### config.mk
export PLATFORM = sky130hd
export DESIGN_NAME = vga_scanout
export DESIGN_NICKNAME = d
export VERILOG_FILES = /design/src/rtl/vga_scanout.sv
export SDC_FILE = /design/constraint.sdc
export NUM_CORES = 1
export LEC_CHECK = 0
export CORE_MARGIN = 2
export CORE_UTILIZATION = 55
export CTS_CLUSTER_SIZE = 25
export DETAILED_ROUTE_END_ITERATION = 7
export PLACE_DENSITY = 0.9
export SYNTH_ARGS = -nofsm -noshare
export SYNTH_HDL_FRONTEND = slang
export SYNTH_SLANG_ARGS = --single-unit
### constraint.sdc
create_clock -name vga_clk -period 7.8 [get_ports vga_clk]
set_clock_uncertainty 0.1 [all_clocks]
set_input_delay 1.56 -clock vga_clk [delete_from_list [all_inputs] [get_ports vga_clk]]
set_output_delay 1.56 -clock vga_clk [all_outputs]
set_load 0.01 [all_outputs]
### src/rtl/vga_scanout.sv
// Parametrised VGA scanout: H/V timing, framebuffer address generation with 2^SCALE_SHIFT
// pixel replication, VRAM latency compensation. Optional VGA_DOUBLE_BUF_EN adds buf_sel.
module vga_scanout #(
  parameter int H_ACTIVE    = 640,
  parameter int H_FP        = 16,
  parameter int H_SYNC      = 96,
  parameter int H_BP        = 48,
  parameter int V_ACTIVE    = 480,
  parameter int V_FP        = 10,
  parameter int V_SYNC      = 2,
  parameter int V_BP        = 33,
  parameter bit SYNC_POL    = 1'b0,
  parameter int SCALE_SHIFT = 0,
  parameter int RD_LATENCY  = 1,
  parameter int ADDR_W      = 19,
  parameter int PIX_W       = 12
) (
  input  logic              vga_clk,
  input  logic              clrn,
`ifdef VGA_DOUBLE_BUF_EN
  input  logic              buf_sel,
`endif
  output logic              rd_en,
  output logic [ADDR_W-1:0] rd_addr,
  input  logic [PIX_W-1:0]  rd_data,
  output logic [3:0]        r,
  output logic [3:0]        g,
  output logic [3:0]        b,
  output logic              hs,
  output logic              vs,
  output logic              de,
  output logic              frame_start
);

  localparam int H_TOTAL = H_ACTIVE + H_FP + H_SYNC + H_BP;
  localparam int V_TOTAL = V_ACTIVE + V_FP + V_SYNC + V_BP;
  localparam int HW      = $clog2(H_TOTAL);
  localparam int VW      = $clog2(V_TOTAL);
  localparam int FB_W    = H_ACTIVE >> SCALE_SHIFT;
  localparam int FB_H    = V_ACTIVE >> SCALE_SHIFT;
  localparam int BUF_OFF = FB_W * FB_H;

  localparam logic [HW-1:0] H_LAST = HW'(H_TOTAL - 1);
  localparam logic [VW-1:0] V_LAST = VW'(V_TOTAL - 1);
  // One extra bit so a sync window ending exactly at the total cannot wrap.
  localparam logic [HW:0]   H_ACT  = (HW+1)'(H_ACTIVE);
  localparam logic [HW:0]   H_SS   = (HW+1)'(H_ACTIVE + H_FP);
  localparam logic [HW:0]   H_SE   = (HW+1)'(H_ACTIVE + H_FP + H_SYNC);
  localparam logic [VW:0]   V_ACT  = (VW+1)'(V_ACTIVE);
  localparam logic [VW:0]   V_SS   = (VW+1)'(V_ACTIVE + V_FP);
  localparam logic [VW:0]   V_SE   = (VW+1)'(V_ACTIVE + V_FP + V_SYNC);

  if (((H_ACTIVE >> SCALE_SHIFT) << SCALE_SHIFT) != H_ACTIVE ||
      ((V_ACTIVE >> SCALE_SHIFT) << SCALE_SHIFT) != V_ACTIVE || RD_LATENCY < 1) begin : g_bad_cfg
    $error("vga_scanout: active size not divisible by 2**SCALE_SHIFT, or RD_LATENCY < 1");
  end

  logic [HW-1:0]     h_cnt;
  logic [VW-1:0]     v_cnt;
  logic [HW:0]       h_ext;
  logic [VW:0]       v_ext;
  logic              active;
  logic              hs_raw;
  logic              vs_raw;
  logic              first_px;
  logic [ADDR_W-1:0] base;
  logic [ADDR_W-1:0] v_term;
  logic [ADDR_W-1:0] h_term;
  logic [ADDR_W-1:0] addr_next;

  // Flag pipeline: RD_LATENCY+1 stages here, the output registers form the last stage.
  logic [RD_LATENCY:0] act_p;
  logic [RD_LATENCY:0] hs_p;
  logic [RD_LATENCY:0] vs_p;
  logic [RD_LATENCY:0] fs_p;

  always_ff @(posedge vga_clk or negedge clrn) begin
    if (!clrn) begin
      h_cnt <= '0;
      v_cnt <= '0;
    end else if (h_cnt == H_LAST) begin
      h_cnt <= '0;
      v_cnt <= (v_cnt == V_LAST) ? '0 : v_cnt + 1'b1;
    end else begin
      h_cnt <= h_cnt + 1'b1;
    end
  end

  assign h_ext    = {1'b0, h_cnt};
  assign v_ext    = {1'b0, v_cnt};
  assign active   = (h_ext < H_ACT) && (v_ext < V_ACT);
  assign hs_raw   = (h_ext >= H_SS) && (h_ext < H_SE);
  assign vs_raw   = (v_ext >= V_SS) && (v_ext < V_SE);
  assign first_px = (h_cnt == '0) && (v_cnt == '0);

`ifdef VGA_DOUBLE_BUF_EN
  logic latched_sel;

  // Buffer choice only moves on the final clock of a frame, so a frame never tears.
  always_ff @(posedge vga_clk or negedge clrn) begin
    if (!clrn) begin
      latched_sel <= 1'b0;
    end else if (h_cnt == H_LAST && v_cnt == V_LAST) begin
      latched_sel <= buf_sel;
    end
  end

  assign base = latched_sel ? ADDR_W'(BUF_OFF) : '0;
`else
  assign base = '0;
`endif

  assign v_term    = ADDR_W'(32'(v_cnt >> SCALE_SHIFT) * FB_W);
  assign h_term    = ADDR_W'(h_cnt >> SCALE_SHIFT);
  assign addr_next = base + v_term + h_term;

  always_ff @(posedge vga_clk or negedge clrn) begin
    if (!clrn) begin
      rd_en   <= 1'b0;
      rd_addr <= '0;
    end else begin
      rd_en <= active;
      if (active) begin
        rd_addr <= addr_next;
      end
    end
  end

  always_ff @(posedge vga_clk or negedge clrn) begin
    if (!clrn) begin
      act_p       <= '0;
      hs_p        <= '0;
      vs_p        <= '0;
      fs_p        <= '0;
      de          <= 1'b0;
      frame_start <= 1'b0;
      hs          <= ~SYNC_POL;
      vs          <= ~SYNC_POL;
      r           <= '0;
      g           <= '0;
      b           <= '0;
    end else begin
      act_p       <= {act_p[RD_LATENCY-1:0], active};
      hs_p        <= {hs_p[RD_LATENCY-1:0], hs_raw};
      vs_p        <= {vs_p[RD_LATENCY-1:0], vs_raw};
      fs_p        <= {fs_p[RD_LATENCY-1:0], first_px};
      de          <= act_p[RD_LATENCY];
      frame_start <= fs_p[RD_LATENCY];
      hs          <= hs_p[RD_LATENCY] ? SYNC_POL : ~SYNC_POL;
      vs          <= vs_p[RD_LATENCY] ? SYNC_POL : ~SYNC_POL;
      if (act_p[RD_LATENCY]) begin
        r <= rd_data[11:8];
        g <= rd_data[7:4];
        b <= rd_data[3:0];
      end else begin
        r <= '0;
        g <= '0;
        b <= '0;
      end
    end
  end

endmodule
# [Word-level counts from Yosys, hierarchy flattened]
# Index checks and enable logic that the tools add are counted.
[totals] ff_bits=64 latch_bits=0 ramBits=0 romBits=0 input_bits=14 wordCells=40 n_memories=0
[classes] n_addsub=3 mul=1 div_mod_pow=0 order_cmp=6 eq_ne=2 shifts=0 mux=7 n_bitwise=0 n_reduce_logical=6
[op_table] op="10-bit by 1-bit adder with 10-bit output (second input constant)" n=2
[op_table] op="10-bit equality test (second input constant)" n=2
[op_table] op="10-bit logical NOT" n=2
[op_table] op="10-bit less-than comparator (second input constant)" n=2
[op_table] op="10-bit by 9-bit less-than comparator with 1-bit output (second input constant)" n=2
[op_table] op="10-bit 2-to-1 mux" n=2
[op_table] op="19-bit by 10-bit adder with 19-bit output" n=1
[op_table] op="10-bit by 3-bit multiplier with 12-bit output (second input constant)" n=1
[op_table] op="4-bit 2-to-1 mux" n=3
[op_table] op="10-bit greater-or-equal comparator (second input constant)" n=1
[op_table] op="10-bit by 9-bit greater-or-equal comparator with 1-bit output (second input constant)" n=1
[op_table] op="1-bit logical AND" n=4
[op_table] op="1-bit 2-to-1 mux" n=2

# [Depth between registers and ports, before layout]
[depth] word_depth=2 depth_mapped=9 ltp_nobuf=9

# [Worst setup path before layout]
# No wires, ideal clock.
[synth_timing] path_kind="register -> register" startpoint="register v_cnt[1]" endpoint="register rd_addr[18]" setup_time_ps=95 t_arrival_ps=2777 required_time_ps=7605 setup_slack_ps=4827 path_stages_with_launch=10 path_buffers=0 synth_period_minus_slack_ps=2973 path_cell_list="dfrtp_1 > ha_1 > ha_1 > fa_1 > o211ai_1 > or3_4 > nor4_2 > nand4_1 > o31a_1 > o31ai_1"
[synth_via] elab_chain_cells=2 elab_cells_between_ends=4
[synth_lines] element="from (decl)" line_no="59" rtl="logic [VW-1:0] v_cnt;"
[synth_lines] element="from (signal assigned)" line_no="83" rtl="v_cnt <= (v_cnt == V_LAST) ? '0 : v_cnt + 1'b1;"
[synth_lines] element="10-bit by 3-bit multiplier with 12-bit output / 10-bit by 9-bit less-than comparator with 1-bit output (equally long branches)" line_no="113, 91"
[synth_lines] element="19-bit by 10-bit adder with 19-bit output / 1-bit logical AND (equally long branches)" line_no="115, 91"
[synth_lines] element="to (signal assigned)" line_no="124" rtl="rd_addr <= addr_next;"
[synth_lines] element="to (decl)" line_no="24" rtl="output logic [ADDR_W-1:0] rd_addr,"
# Several ways; a longest one is shown, not always the timed one.
# A chain may end at the register's enable or synchronous reset.

# [Final worst setup path]
# Same ends and word-level chain as after synthesis.

==> impl_results.md <==
- Final period utilization: 0.414
- Grt ovf: 0
- Port buffer count: 49
- H-tree levels: 3
- Vias in the first global route: 2305
- Max Fclk: 310 MHz
- Critical Path Fanout Max: 8
- Synthesized area: 0.00315 mm²
- Initial Utilization: 0.573
- Setup bufs post-CTS: 0
- FILL cells: 339
- Multi-input logic area: 0.00149 mm²
- Clk sinks: 63
- Lkg Pwr: 0.00177 µW
- Arr. time, crit path: 3.36 ns
- Post-synth EDFFs: 0
- Setup crit start kind: flip-flop
- Worst R2R Setup Slack: 4.57 ns
- Final setup viols: 0
- Post-DP HPWL: 4380 µm
- Post_cts resized: 0
- 1st-iter DRT viols: 152
- Req. time, crit path: 7.93 ns
- Top FF cell, synth: dfrtp_1
- Inserted Diodes: 0
- CTS tree: done
- Core footprint: 0.00551 mm²
- Cell row count: 27
- Synth top area cells: dfrtp_1 48%, ha_1 9.1%, nand2_1 5.1%, o21ai_0 4.0%, xor2_1 3.6%
- Max Cap Violations: 0
- Skew-Pair Late Insertion Delay: 0.34 ns
- Total wire length: 6580 µm
- Max stage delay cell, worst path: dfrtp_1
- Clk buf depth: 2
- Mapped Cells: 305
- CTS Hold Bufs: 0
- Slew Viols, Final: 0
- Slew margin rel.: 0.353
- GRT Total Usage: 0.229
- #FFs+latches synth: 63
- Share of the synthesized area in the top cell type: 0.484
- Share of post-route cells with drive strength above 1: 0.0829
- Post-layout util: 0.711
- Most crowded layer after global routing: met2
- Actual slew at the worst max-slew pin: 0.970 ns
- Setup TNS Final: 0 ns
- P per Cell Area: 164 mW/mm²
- Global-route wire length before repair: 11200 µm
- Clock transition at the registers of the reported paths: 0.07 ns
- CP delay by family, top: adder cells
- Buf/Inv on CP: 0
- Area growth from synthesis to layout: 24.1%
- Wire per inst: 15.2 µm
- Worst path most repeated cell: ha_1
- CTS Root Cell: clkbuf_8
- Unrepaired setup endpoints after global routing: false
- Die width: 79.7 µm
- DR vias/cell: 5.59
- Register area: 0.00158 mm²
- DRC violations left: 0
- Largest net degree at the start of global routing: 64
- Die Area: 0.00636 mm²
- Met1 Use GR: 0.314
- Worst min-delay path class: reg2reg
- Min Tclk post-route: 3.23 ns
- TritonCTS Buffers: 9
- Met3 Use GR: 0.0362
- Placer Congestion: 0.861
- Antenna-violating nets left: 0
- CP cell instances: ha_1 > ha_1 > fa_1 > xnor2_1 > or3_4 > nor4_2 > nand4_1 > o31a_1 > o31ai_1
- Syn Nets: 344
- Post-synth cell types: 45
- Count of final hold-check violations: 0
- Async SR Flop Fraction: 1.00
- Outcome: finished clean
- DRT Pass-1 Iters: 4
- Layout Nets: 396
- Met2 Use GR: 0.365
- Ys Warns: 0
- Kind of critical path: reg2reg
- Total number of vias: 2424
- Avg Cell Area, Syn: 10.3 µm²
- Peak supply drop: 0.111 mV
- Die Ht: 79.7 µm
- Seq/Total Area, Yosys: 0.501
- Yosys top cell by area: dfrtp_1
- Io pins: 50
- Initial antenna violation count: 0
- Critical Path End Type: flip-flop
- Critical path's largest stage delay: 0.47 ns
-- area by class of cell --
class	instances	share of cell area
Clock buffer	10	0.0352
Clock inverter	6	0.0176
Inverter	13	0.0125
Multi-Input combinational cell	219	0.380
Sequential cell	63	0.403
Tap cell	72	0.0230
Timing Repair Buffer	51	0.128
-- cell usage in the layout, fill, tap and decap left out, drive strengths merged, types with 2 or more instances in the layout --
cell and instances:
nand3 6, o31ai 2, ha 23, inv 13, xor2 13, dfstp 2
clkinv 4, nor2 15, a211oi 3, o211ai 4, o22ai 3, fa 2
and3 5, nand2b 4, xnor2 8, a211o 2, nand2 43, and4 2
nand4 6, nor2b 2, o21ba 2, nor3 5, clkdlybuf4s50 48, o21ai 27
and2 12, clkbuf 10, o21bai 3, buf 3, a31oi 2, o31a 2
or3 2, dfrtp 61, nor4 8, a21oi 4
-- stage by stage --
step / worst slack, ns / cell area (µm²) / hold slack, ns / total power (µW) / std cells
after floorplan: 4.83 / 3150 / 0.231 / 341 / 305
after global placement: 4.72 / 3710 / 0.233 / 359 / 418
after detailed placement: 4.59 / 3710 / 0.237 / 360 / 418
after CTS: 4.57 / 3910 / 0.253 / 644 / 434
after global routing: 4.39 / 3910 / 0.260 / 661 / 434
final: 4.57 / 3910 / 0.250 / 640 / 434
-- power by group --
| group | internal (µW) | total [µW] | switching (µW) |
|---|---|---|---|
| Sequential | 330 | 331 | 0.874 |
| Clock | 158 | 287 | 129 |
| Combinational | 12.5 | 22.9 | 10.4 |
| Total | 500 | 640 | 140 |
-- cell usage after synthesis, types with 2 or more instances --
cell,n
clkbuf_1,10
inv_1,12
xnor2_1,8
nand4_1,6
nand2b_1,4
nor4_1,6
a21oi_1,4
nor2_1,15
a211oi_1,2
ha_1,23
nor4_2,2
nor2b_1,2
dfrtp_1,61
o31ai_1,2
dfstp_2,2
o21ba_2,2
o21ai_0,25
fa_1,2
nand2_1,43
and4_1,2
and3_1,5
a31oi_1,2
nand3_1,6
o21bai_1,3
o211ai_1,4
o31a_1,2
a211o_1,2
o21ai_1,2
and2_1,12
nor3_1,5
xor2_1,13
o22ai_1,3
-- worst paths after layout --
path,from,to,depth (start not counted)
max,v_cnt[1],rd_addr[18],9
min,hs_p[0],hs_p[1],0
max reg2reg,v_cnt[1],rd_addr[18],9
min reg2reg,hs_p[0],hs_p[1],0
max in group asynchronous,clrn,h_cnt[5],2
min in group asynchronous,clrn,rd_addr[17],2
-- sequential cells by signal, indices dropped and copies added, names as in the netlist --
register and cells:
v_cnt 10, fs_p 2, hs 1, vs_p 2
act_p 2, vs 1, frame_start 1, h_cnt 10
hs_p 2, b 4, de 1, r 4
rd_addr 19, g 4
-- routing by layer --
layer,wire (µm),vias up
met3,287,13
met5,0,-
met4,123,0
li1,-,1171
met2,3140,70
met1,3030,1170
-- cell families (layout without fill, tap and decap cells) --
logic type / after synthesis / count (layout) / share of synthesized area
simple gates: 116 / 116 / 0.191
flops: 63 / 63 / 0.501
compound gates: 57 / 57 / 0.119
fa+ha+maj: 25 / 25 / 0.104
buf+inv: 23 / 80 / 0.0274
xor+xnor: 21 / 21 / 0.0583
(Power assumes the default switching activity.)
